**config.mk**
```make
export PLATFORM = sky130hd
export DESIGN_NAME = acq_shot_sequencer
export DESIGN_NICKNAME = d
export VERILOG_FILES = /design/src/rtl/acq_pkg.sv /design/src/rtl/acq_shot_sequencer.sv
export SDC_FILE = /design/constraint.sdc
export NUM_CORES = 1
export LEC_CHECK = 0
export ABC_CLOCK_PERIOD_IN_PS = 10800
export CAP_MARGIN = 25
export CORE_MARGIN = 4
export CORE_UTILIZATION = 60
export DETAILED_ROUTE_END_ITERATION = 10
export PLACE_DENSITY = 0.85
export SLEW_MARGIN = 20
export SYNTH_ARGS = -nofsm -noshare
export SYNTH_HDL_FRONTEND = slang
export SYNTH_SLANG_ARGS = --single-unit
```
**constraint.sdc**
```tcl
create_clock -name clk_i -period 10.8 [get_ports clk_i]
set_clock_uncertainty 0.05 [all_clocks]
set_input_delay 1.08 -clock clk_i [delete_from_list [all_inputs] [get_ports clk_i]]
set_output_delay 1.08 -clock clk_i [all_outputs]
set_load 0.03 [all_outputs]
```
**src/rtl/acq_pkg.sv**
```systemverilog
// Shared types for the multi-shot acquisition sequencer.
//   t_acq_state : FSM state, encoded as exported on state_o
//   t_sample    : one 64-bit sample word (4 channels x 16 bit)
package acq_pkg;

  localparam int unsigned SAMPLE_W = 64;

  typedef logic [SAMPLE_W-1:0] t_sample;

  typedef enum logic [2:0] {
    ST_IDLE      = 3'd0,
    ST_PRE_TRIG  = 3'd1,
    ST_WAIT_TRIG = 3'd2,
    ST_POST_TRIG = 3'd3,
    ST_SHOT_END  = 3'd4
  } t_acq_state;

endpackage

```
**src/rtl/acq_shot_sequencer.sv**
```systemverilog
// Multi-shot acquisition sequencer between the ADC deserialiser and the DDR
// write FIFO. Each shot occupies pre+post sample words in DDR; the pre-trigger
// region is a circular buffer until the trigger arrives.
// Ports:
//   clk_i, rst_n_i           clock, asynchronous active-low reset
//   start_i, stop_i, trig_i  1-cycle control pulses (stop has priority)
//   pre/post_samples_i,
//   nshots_i                 shot configuration, latched on an accepted start
//   sample_valid_i, sample_i incoming sample stream
//   wr_full_i                downstream FIFO full
//   wr_en_o/addr_o/data_o    registered DDR write request
//   state_o, shot_cnt_o      FSM state and shots remaining
//   shot_done_o, shot_trig_pos_o  end-of-shot pulse and oldest pre-sample address
//   acq_end_o, cfg_err_o     end-of-acquisition and rejected-start pulses
//   overflow_o               sticky sample-lost flag, cleared by an accepted start
module acq_shot_sequencer
  import acq_pkg::*;
#(
  parameter int unsigned G_ADDR_W = 25,
  parameter int unsigned G_SHOT_W = 16,
  parameter int unsigned G_CNT_W  = 32
) (
  input  logic                clk_i,
  input  logic                rst_n_i,
  input  logic                start_i,
  input  logic                stop_i,
  input  logic                trig_i,
  input  logic [G_CNT_W-1:0]  pre_samples_i,
  input  logic [G_CNT_W-1:0]  post_samples_i,
  input  logic [G_SHOT_W-1:0] nshots_i,
  input  logic                sample_valid_i,
  input  t_sample             sample_i,
  input  logic                wr_full_i,
  output logic                wr_en_o,
  output logic [G_ADDR_W-1:0] wr_addr_o,
  output t_sample             wr_data_o,
  output logic [2:0]          state_o,
  output logic [G_SHOT_W-1:0] shot_cnt_o,
  output logic                shot_done_o,
  output logic [G_ADDR_W-1:0] shot_trig_pos_o,
  output logic                acq_end_o,
  output logic                cfg_err_o,
  output logic                overflow_o
);

  t_acq_state          state;
  logic [G_CNT_W-1:0]  pre_r;
  logic [G_CNT_W-1:0]  post_r;
  logic [G_CNT_W-1:0]  pre_ptr;
  logic [G_CNT_W-1:0]  post_cnt;
  logic [G_ADDR_W-1:0] base_addr;

  logic [G_CNT_W-1:0]  pre_idx;
  logic [G_CNT_W-1:0]  pre_next;
  logic [G_ADDR_W-1:0] pre_addr;
  logic [G_ADDR_W-1:0] post_addr;
  logic [G_ADDR_W-1:0] shot_span;
  logic                sample_lost;

  // pre_ptr == pre_r means the pre region was just filled: the next write
  // (and the oldest sample) is at slot 0. Also covers pre=0.
  always_comb begin
    pre_idx     = (pre_ptr == pre_r) ? '0 : pre_ptr;
    pre_next    = pre_idx + G_CNT_W'(1);
    pre_addr    = base_addr + G_ADDR_W'(pre_idx);
    post_addr   = base_addr + G_ADDR_W'(pre_r) + G_ADDR_W'(post_cnt);
    shot_span   = G_ADDR_W'(pre_r + post_r);
    sample_lost = sample_valid_i && wr_full_i;
  end

  assign state_o = state;

  always_ff @(posedge clk_i or negedge rst_n_i) begin
    if (!rst_n_i) begin
      state           <= ST_IDLE;
      pre_r           <= '0;
      post_r          <= '0;
      pre_ptr         <= '0;
      post_cnt        <= '0;
      base_addr       <= '0;
      shot_cnt_o      <= '0;
      wr_en_o         <= 1'b0;
      wr_addr_o       <= '0;
      wr_data_o       <= '0;
      shot_done_o     <= 1'b0;
      shot_trig_pos_o <= '0;
      acq_end_o       <= 1'b0;
      cfg_err_o       <= 1'b0;
      overflow_o      <= 1'b0;
    end else begin
      wr_en_o     <= 1'b0;
      shot_done_o <= 1'b0;
      acq_end_o   <= 1'b0;
      cfg_err_o   <= 1'b0;

      if (stop_i) begin
        state <= ST_IDLE;
      end else begin
        unique case (state)
          ST_IDLE: begin
            if (start_i) begin
              if (nshots_i == '0 || post_samples_i == '0) begin
                cfg_err_o <= 1'b1;
              end else begin
                pre_r      <= pre_samples_i;
                post_r     <= post_samples_i;
                shot_cnt_o <= nshots_i;
                base_addr  <= '0;
                pre_ptr    <= '0;
                post_cnt   <= '0;
                overflow_o <= 1'b0;
                state      <= (pre_samples_i == '0) ? ST_WAIT_TRIG : ST_PRE_TRIG;
              end
            end
          end

          ST_PRE_TRIG, ST_WAIT_TRIG: begin
            if (sample_lost) begin
              overflow_o <= 1'b1;
              state      <= ST_IDLE;
            end else if (state == ST_WAIT_TRIG && trig_i) begin
              // A sample arriving with the trigger is post sample 0.
              state <= ST_POST_TRIG;
              if (sample_valid_i) begin
                wr_en_o   <= 1'b1;
                wr_addr_o <= post_addr;
                wr_data_o <= sample_i;
                post_cnt  <= G_CNT_W'(1);
                if (post_r == G_CNT_W'(1)) state <= ST_SHOT_END;
              end
            end else if (sample_valid_i && pre_r != '0) begin
              wr_en_o   <= 1'b1;
              wr_addr_o <= pre_addr;
              wr_data_o <= sample_i;
              pre_ptr   <= pre_next;
              if (pre_next == pre_r) state <= ST_WAIT_TRIG;
            end
          end

          ST_POST_TRIG: begin
            if (sample_lost) begin
              overflow_o <= 1'b1;
              state      <= ST_IDLE;
            end else if (sample_valid_i) begin
              wr_en_o   <= 1'b1;
              wr_addr_o <= post_addr;
              wr_data_o <= sample_i;
              post_cnt  <= post_cnt + G_CNT_W'(1);
              if (post_cnt + G_CNT_W'(1) == post_r) state <= ST_SHOT_END;
            end
          end

          ST_SHOT_END: begin
            shot_done_o     <= 1'b1;
            shot_trig_pos_o <= pre_addr;
            base_addr       <= base_addr + shot_span;
            shot_cnt_o      <= shot_cnt_o - G_SHOT_W'(1);
            pre_ptr         <= '0;
            post_cnt        <= '0;
            if (shot_cnt_o == G_SHOT_W'(1)) begin
              acq_end_o <= 1'b1;
              state     <= ST_IDLE;
            end else begin
              state <= (pre_r == '0) ? ST_WAIT_TRIG : ST_PRE_TRIG;
            end
          end

          default: state <= ST_IDLE;
        endcase
      end
    end
  end

endmodule

```
After elaboration in Yosys (flattened, before gate mapping)
Index checks and enable logic that the tools add are counted.
- register bits after elaboration: 291
- bits of input ports: 151
- output and inout port bits: 138
- word-level logic and storage cells: 143
- $add $sub $neg: 8
- equal/unequal tests: 26
- multiplexer cells: 67
- bitwise logic cells: 2
- reduce and logical (&&, ||, !) cells: 25
- operators by type and width (cell ; number):
    32-bit two-way mux ; 11
    64-bit two-way mux ; 5
    25-bit two-way mux ; 7
    32-bit case mux with 4 select lines ; 1
    64-bit case mux with 2 select lines ; 1
    25-bit adder ; 5
    25-bit case mux with 2 select lines ; 2
    32-bit equality test ; 3
    32-bit logical NOT ; 3
    32-bit case mux with 3 select lines ; 1
    32-bit by 1-bit adder with 32-bit output (second input constant) ; 2
    3-bit two-way mux ; 12
    32-bit by 1-bit equality test with 1-bit output (second input constant) ; 1
    16-bit two-way mux ; 2
    16-bit case mux with 2 select lines ; 1
    32-bit nonzero test ; 1
    1-bit two-way mux ; 18
    2-bit inequality test (second input constant) ; 9
    16-bit by 1-bit equality test with 1-bit output (second input constant) ; 1
    16-bit logical NOT ; 1
    16-bit by 1-bit subtractor with 16-bit output (second input constant) ; 1
    3-bit case mux with 4 select lines ; 1
    5-bit inequality test (second input constant) ; 2
    5-bit AND reduction ; 2
    other kinds (22) ; 35

Logic depth before layout (Yosys ltp)
- depth in word-level cells: 10
- depth in mapped cells: 22
- depth with buffers taken out: 18

Worst setup path after synthesis
OpenSTA, ideal clock, no wires.
- path kind: reg2reg
- from: register pre_r[17]
- to: register wr_addr_o[24]
- library setup time: 104 ps
- arrival: 5101 ps
- path slack: 5545 ps
- stages on the path, launching flop included: 22
- clock period less this slack: 5255 ps
- cells stage by stage: dfrtp_1 clkbuf_1 xnor2_1 o2111ai_1 or4_1 buf_2 nor2_8 buf_2 buf_1 nor2_1 fa_1 a211o_1 a21oi_1 o21ai_1 a21oi_1 o221ai_1 a41o_1 or4_1 a31o_2 a21oi_1 xnor2_1 a221oi_1
- word-level cells in the longest chain between the ends: 7
- elaborated cells on any way between the ends: 15
- ends and longest elaborated chain (what ; line ; text):
    start: declaration ; acq_shot_sequencer.sv:47 ; logic [G_CNT_W-1:0] pre_r;
    start signal: assignment ; acq_shot_sequencer.sv:105 ; pre_r <= pre_samples_i;
    branches (longest 7 deep; another with 25-bit adder) ; n/a ;
    end signal: assignment ; acq_shot_sequencer.sv:126 ; wr_addr_o <= post_addr;
    end signal: assignment ; acq_shot_sequencer.sv:133 ; wr_addr_o <= pre_addr;
    end signal: assignment ; acq_shot_sequencer.sv:146 ; wr_addr_o <= post_addr;
    end: declaration ; acq_shot_sequencer.sv:35 ; output logic [G_ADDR_W-1:0] wr_addr_o,
Parallel ways; which one is timed is not known. The select of a mux whose other input is x is not followed.
A chain may end at the register's enable or synchronous reset.

Worst setup path in the final report
- from: register pre_r[22]
- to: register state[0] (netlist: state_o[0])
- word-level cells in the longest chain between the ends: 6
- elaborated cells on any way between the ends: 14
- ends and longest elaborated chain (what ; line ; text):
    32-bit equality test ; acq_shot_sequencer.sv:63 ; pre_idx = (pre_ptr == pre_r) ? '0 : pre_ptr;
    32-bit two-way mux ; acq_shot_sequencer.sv:63 ;
    32-bit by 1-bit adder with 32-bit output ; acq_shot_sequencer.sv:64 ; pre_next = pre_idx + G_CNT_W'(1);
    32-bit equality test ; acq_shot_sequencer.sv:136 ; if (pre_next == pre_r) state <= ST_WAIT_TRIG;
    5-bit inequality test (no source line) ; n/a ;
    6-bit AND reduction (no source line) ; n/a ;
    end signal: assignment ; acq_shot_sequencer.sv:112 ; state <= (pre_samples_i == '0) ? ST_WAIT_TRIG : ST_PRE_TRIG;
    end signal: assignment ; acq_shot_sequencer.sv:164 ; state <= (pre_r == '0) ? ST_WAIT_TRIG : ST_PRE_TRIG;
    end: declaration ; acq_shot_sequencer.sv:46 ; t_acq_state state;
Parallel ways exist; a longest one is shown, timed or not.

==> impl_results.md <==
- EDFF count, synth: 0
- Fin crit period: 6.10 ns
- Async set-or-reset flop fraction in the synthesized netlist: 1.00
- Area of the multi-input gates: 12100 µm²
- CP required: 11.13 ns
- Clk slew on worst S/H paths: 0.06 ns
- HPWL Detailed: 57500 µm
- Vias per std cell: 6.87
- Fmax: 164 MHz
- Critical path launch point type: register
- Die outline height: 191 µm
- Hold Crit Class: register to register
- Area share of the leading cell type in the synthesized netlist: 0.363
- GPL Wtd Cong: 1.06
- Synth cell types: 84
- FF+latch area: 7280 µm²
- RSZ-0062 raised after global routing: no
- Via count: 19400
- GRT Total Usage: 0.415
- Pwr Density: 275 nW/µm²
- Port Buffers: 288
- Worst slew margin: 0.240
- Primary FF master, synth: dfrtp_1
- Top post-synthesis cells by count: dfrtp_1 (291), nand2_1 (193), o21ai_0 (184), mux2_2 (131), nor2_1 (125)
- Mapped Area: 20000 µm²
- Share of post-route cells with drive strength above 1: 0.104
- Synthesis warning total: 0
- CP arrival: 6.44 ns
- Fin Setup TNS: 0 ns
- Total wire length: 77000 µm
- Crit path cell chain: xnor2_1 -> nand4_1 -> or4_1 -> nor2_8 -> nor2_1 -> ha_1 -> xnor2_1 -> o221ai_1 -> a31oi_1 -> o2111ai_1 -> a2111o_1 -> a2111oi_0 -> nand4_1 -> nor4_4 -> nor2_2 -> a211oi_1 -> nor3_1
- Hold Crit Start: wr_data_o[27]
- R2R Path Start: pre_r[22]
- Critical Path End Type: register
- Nets@finish: 2638
- Critical path class: register to register
- Static leakage: 10.1 nW
- Core Region: 32700 µm²
- Htree depth: 2
- Placed cell area: 23200 µm²
- Filler instances: 2238
- Routed Antenna Nets: 0
- CP Max Fanout: 31
- Status: completed
- Power Total: 0.00671 W
- CTS Sinks: 291
- Design area: 24400 µm²
- Cells after synthesis: 2139
- TritonRoute pass-1 iters: 5
- Root Driver: clkbuf_16
- Slowest CP cell: or4_1
- Max Cap Violations: 0
- Slew of the pin with the lowest slew margin: 1.13 ns
- Largest net degree at the start of global routing: 89
- Worst VDD drop: 0.235 mV
- Wire per inst: 27.2 µm
- Yosys top cell by area: dfrtp_1
- Register area share after synthesis: 0.363
- Antenna violations before repair: 3
- Crit path largest cell delay: 0.83 ns
- Leading post-synthesis cells by cell area: dfrtp_1 (36%), mux2_2 (7.4%), fa_1 (5.1%)
- Vias in the first global route: 18800
- Final Max Slew Viols: 0
- Clk buf depth: 3
- Fin crit share: 0.565
- Post-CTS Hold Buffers: 0
- CTS Buf Count: 35
- Post-Syn Nets: 2415
- Worst Setup SP: pre_r[22]
- PostCTS Resize Cnt: 0
- Syn_area_per_cell: 9.37 µm²
- IO Count: 289
- Final hold vios: 0
- First-pass GRT wire length: 116000 µm
- CTS tree: done
- Die Width: 191 µm
- Post-CTS Setup Bufs: 0
- Gr ovfl total: 0
- Seq cells post-synth: 291
- DRT iter0 DRCs: 2673
- Area Overhead vs Synth: 21.6%
- Core Rows: 66
- Final setup violating endpoints: 0
- Post-route DRC violation count: 0
- Clk_lat worst skew: 0.54 ns
- Cell with the most instances after synthesis: dfrtp_1
- Hold_ws: 0.455 ns
- Area of the die: 36400 µm²
- Starting density of the core: 0.613
[cell type report]
class / instances / area share
Clock inverter: 17 / 0.00786
Clock buffer: 44 / 0.0390
Inverter: 33 / 0.00508
Antenna cell: 1 / 0.000103
Timing Repair Buffer: 312 / 0.128
Multi-Input combinational cell: 1689 / 0.499
Tap cell: 442 / 0.0227
Sequential cell: 291 / 0.299
[through the flow]
stage           util  worst slack, ns  instances
6_report       0.745             4.70       2829
5_1_grt        0.745             4.47       2829
4_1_cts        0.743             4.89       2824
3_5_place_dp   0.708             4.93       2763
3_3_place_gp   0.707             4.97       2762
2_1_floorplan      -             5.55       2139
[worst paths after layout]
check                                          end  slack (ns)  depth (start not counted)
worst min register to register       wr_data_o[27]        0.45                          1
worst max-delay path                    state_o[0]        4.70                         17
max in group asynchronous       shot_trig_pos_o[4]        8.08                          3
worst max register to register          state_o[0]        4.70                         17
min in group asynchronous            shot_cnt_o[6]        0.48                          1
worst min-delay path                 wr_data_o[27]        0.45                          1
[power breakdown]
| part | internal [W] | switching (W) |
|---|---|---|
| Sequential | 0.00143 | 0.000566 |
| Combinational | 0.00151 | 0.00201 |
| Clock | 0.000700 | 0.000496 |
[logic make-up (layout without fill, tap and decap cells)]
group,count (synthesis),after routing,share of synthesized area
simple gates,734,734,0.191
xor+xnor,157,157,0.0693
mux,136,136,0.0761
buf+inv,159,406,0.0318
compound gates,537,537,0.171
flops,291,291,0.363
fa+ha+maj,125,125,0.0972
other cells,0,1,0
[worst max-delay path, delay by kind of cell, from the launching register on]
| family | cells | cell delay [ns] |
|---|---|---|
| compound gates | 6 | 1.69 |
| xor+xnor | 2 | 0.51 |
| fa+ha+maj | 1 | 0.32 |
| flops | 1 | 0.75 |
| simple gates | 8 | 2.62 |
[state kept, by name (all words and copies together), names as in the netlist]
register and flops:
overflow_o 1, state_o 3, wr_data_o 64, pre_ptr 32
post_r 32, shot_cnt_o 16, post_cnt 32, wr_addr_o 25
pre_r 32, shot_trig_pos_o 25, acq_end_o 1, cfg_err_o 1
wr_en_o 1, shot_done_o 1, base_addr 25
[per-layer routing]
layer / wire (µm) / global-route usage / up-vias
met5: 24 / 0 / -
met4: 3920 / 0.178 / 4
met3: 9220 / 0.103 / 280
met2: 34200 / 0.642 / 1457
met1: 29700 / 0.560 / 9396
li1: - / - / 8305
[placed cells by master, fill, tap and decap left out, drive strengths merged, types with 16 or more instances in the layout]
cell type and count:
and2 42, o21ai 188, nand4 48, or3 21, a21oi 110, nand2b 25
dfrtp 291, mux2 131, and3 29, o41ai 16, xnor2 106, a21o 26
ha 74, a31oi 17, fa 51, buf 24, nor3 43, nand2 193
clkdlybuf4s50 287, nor2b 22, inv 33, o31ai 43, clkbuf 45, nor2 127
xor2 50, nor4 50, nand3 77
(Power assumes the default switching activity.)
==> RTL edit (same settings) <==
`G_CNT_W`: 32 -> 64.
--- a/src/rtl/acq_shot_sequencer.sv
+++ b/src/rtl/acq_shot_sequencer.sv
@@ -18,7 +18,7 @@
 #(
   parameter int unsigned G_ADDR_W = 25,
   parameter int unsigned G_SHOT_W = 16,
-  parameter int unsigned G_CNT_W  = 32
+  parameter int unsigned G_CNT_W  = 64
 ) (
   input  logic                clk_i,
   input  logic                rst_n_i,
Interface: changed (resized post_samples_i and pre_samples_i); port bits go from 289 to 353. The function was not compared with the original's and may differ.
==> RTL edit against the original RTL <==
Setup slack got worse by 0.43 ns. Power increased by 30%. Clock power increased by 46%. Sequential cell count increased by 128. Routed wire length increased by 54%. First-iteration DRC count increased by 50%. Synthesized area increased by 44%. Worst hold slack got worse by 0.069 ns. Design area increased by 40%. Critical path type unchanged.
==> RTL edit: results (changes against the original RTL) <==
.. list-table::
   :header-rows: 1

   * - Metric
     - Value
   * - Final wirelength
     - 119 mm (was 77.0 mm)
   * - Synthesized-area fraction occupied by ao, oa, aoi and oai cells
     - 16.2% (was 17.1%)
   * - Cell types with the largest area share after synthesis
     - sky130_fd_sc_hd__dfrtp_1 (36%), sky130_fd_sc_hd__mux2_2 (7.4%), sky130_fd_sc_hd__xnor2_1 (5.7%) (was sky130_fd_sc_hd__dfrtp_1 (36%), sky130_fd_sc_hd__mux2_2 (7.4%), sky130_fd_sc_hd__fa_1 (5.1%))
   * - Number of DRC markers after the initial detailed-route iteration
     - 4007 (was 2673)
   * - Antenna violations before repair
     - 5 (was 3)
   * - Global-route wire length before repair
     - 176 mm (was 116 mm)
   * - GR Util met3
     - 12.4% (was 10.3%)
   * - Later-pin clock latency in the skew report
     - 0.62 ns (was 0.54 ns)
   * - Hold slack final
     - 0.385 ns (was 0.455 ns)
   * - Number of CTS-inserted buffers
     - 48 (was 35)
   * - Maximum fanout along the worst path
     - 26 (was 31)
   * - Non-filler instance count after layout
     - 3991 (was 2829)
   * - Post-synthesis mux area share
     - 7.70% (was 7.61%)
   * - Estimated wirelength of the detail-placed design
     - 87.5 mm (was 57.5 mm)
   * - Number of placed instances, taps included
     - 3899 (was 2763)
   * - Total routing resource utilization after global routing
     - 44.8% (was 41.5%)
   * - Result of the run
     - finished, final reports clean (unchanged)
   * - List of most frequent post-synthesis cells
     - sky130_fd_sc_hd__dfrtp_1 (419), sky130_fd_sc_hd__o21ai_0 (266), sky130_fd_sc_hd__nand2_1 (243) (was sky130_fd_sc_hd__dfrtp_1 (291), sky130_fd_sc_hd__nand2_1 (193), sky130_fd_sc_hd__o21ai_0 (184))
   * - Number of global-route vias before repair
     - 27.5k (was 18.8k)
   * - Worst path arrival time
     - 7.00 ns (was 6.44 ns)
   * - Maximum number of pins on one net before global-route repair
     - 161 (was 89)
   * - Synthesized-area fraction occupied by xor and xnor cells
     - 8.46% (was 6.93%)
   * - Slack of the worst reg-to-reg path
     - 4.26 ns (was 4.70 ns)
   * - Number of standard cells after synthesis
     - 3110 (was 2139)
   * - Sequential share of the synthesized area
     - 36.4% (was 36.3%)
-- RTL edit: routing by layer --
| layer | share of wire (%) | vias to the layer above |
|---|---|---|
| li1 | - | 11900 |
| met1 | 37 | 13800 |
| met2 | 44 | 2247 |
| met3 | 12 | 533 |
| met4 | 6.6 | 4 |
| met5 | 0.022 | - |
-- RTL edit: cell type report --
cell class              instances  area (um2)  share of cell area [%]
clock buffers                  66        1350                    3.94
inverters                      55         206                   0.604
flip-flops and latches        419       10500                    30.7
well taps                     615         769                    2.25
clock inverters                22         299                   0.874
diodes                          3        7.51                  0.0219
multi-input cells            2426       17300                    50.6
repair buffers                385        3800                    11.1
-- RTL edit: how the worst max path moves through the flow --
stage	endpoint	start	slack, ns
CTS	state_o[1]	pre_r[5]	4.47
global placement	state_o[0]	pre_r[5]	4.59
global route	state_o[1]	pre_r[5]	4.09
detailed placement	state_o[1]	pre_r[5]	4.50
finish	state_o[1]	pre_r[5]	4.26
floorplan	wr_addr_o[23]	pre_ptr[20]	5.28
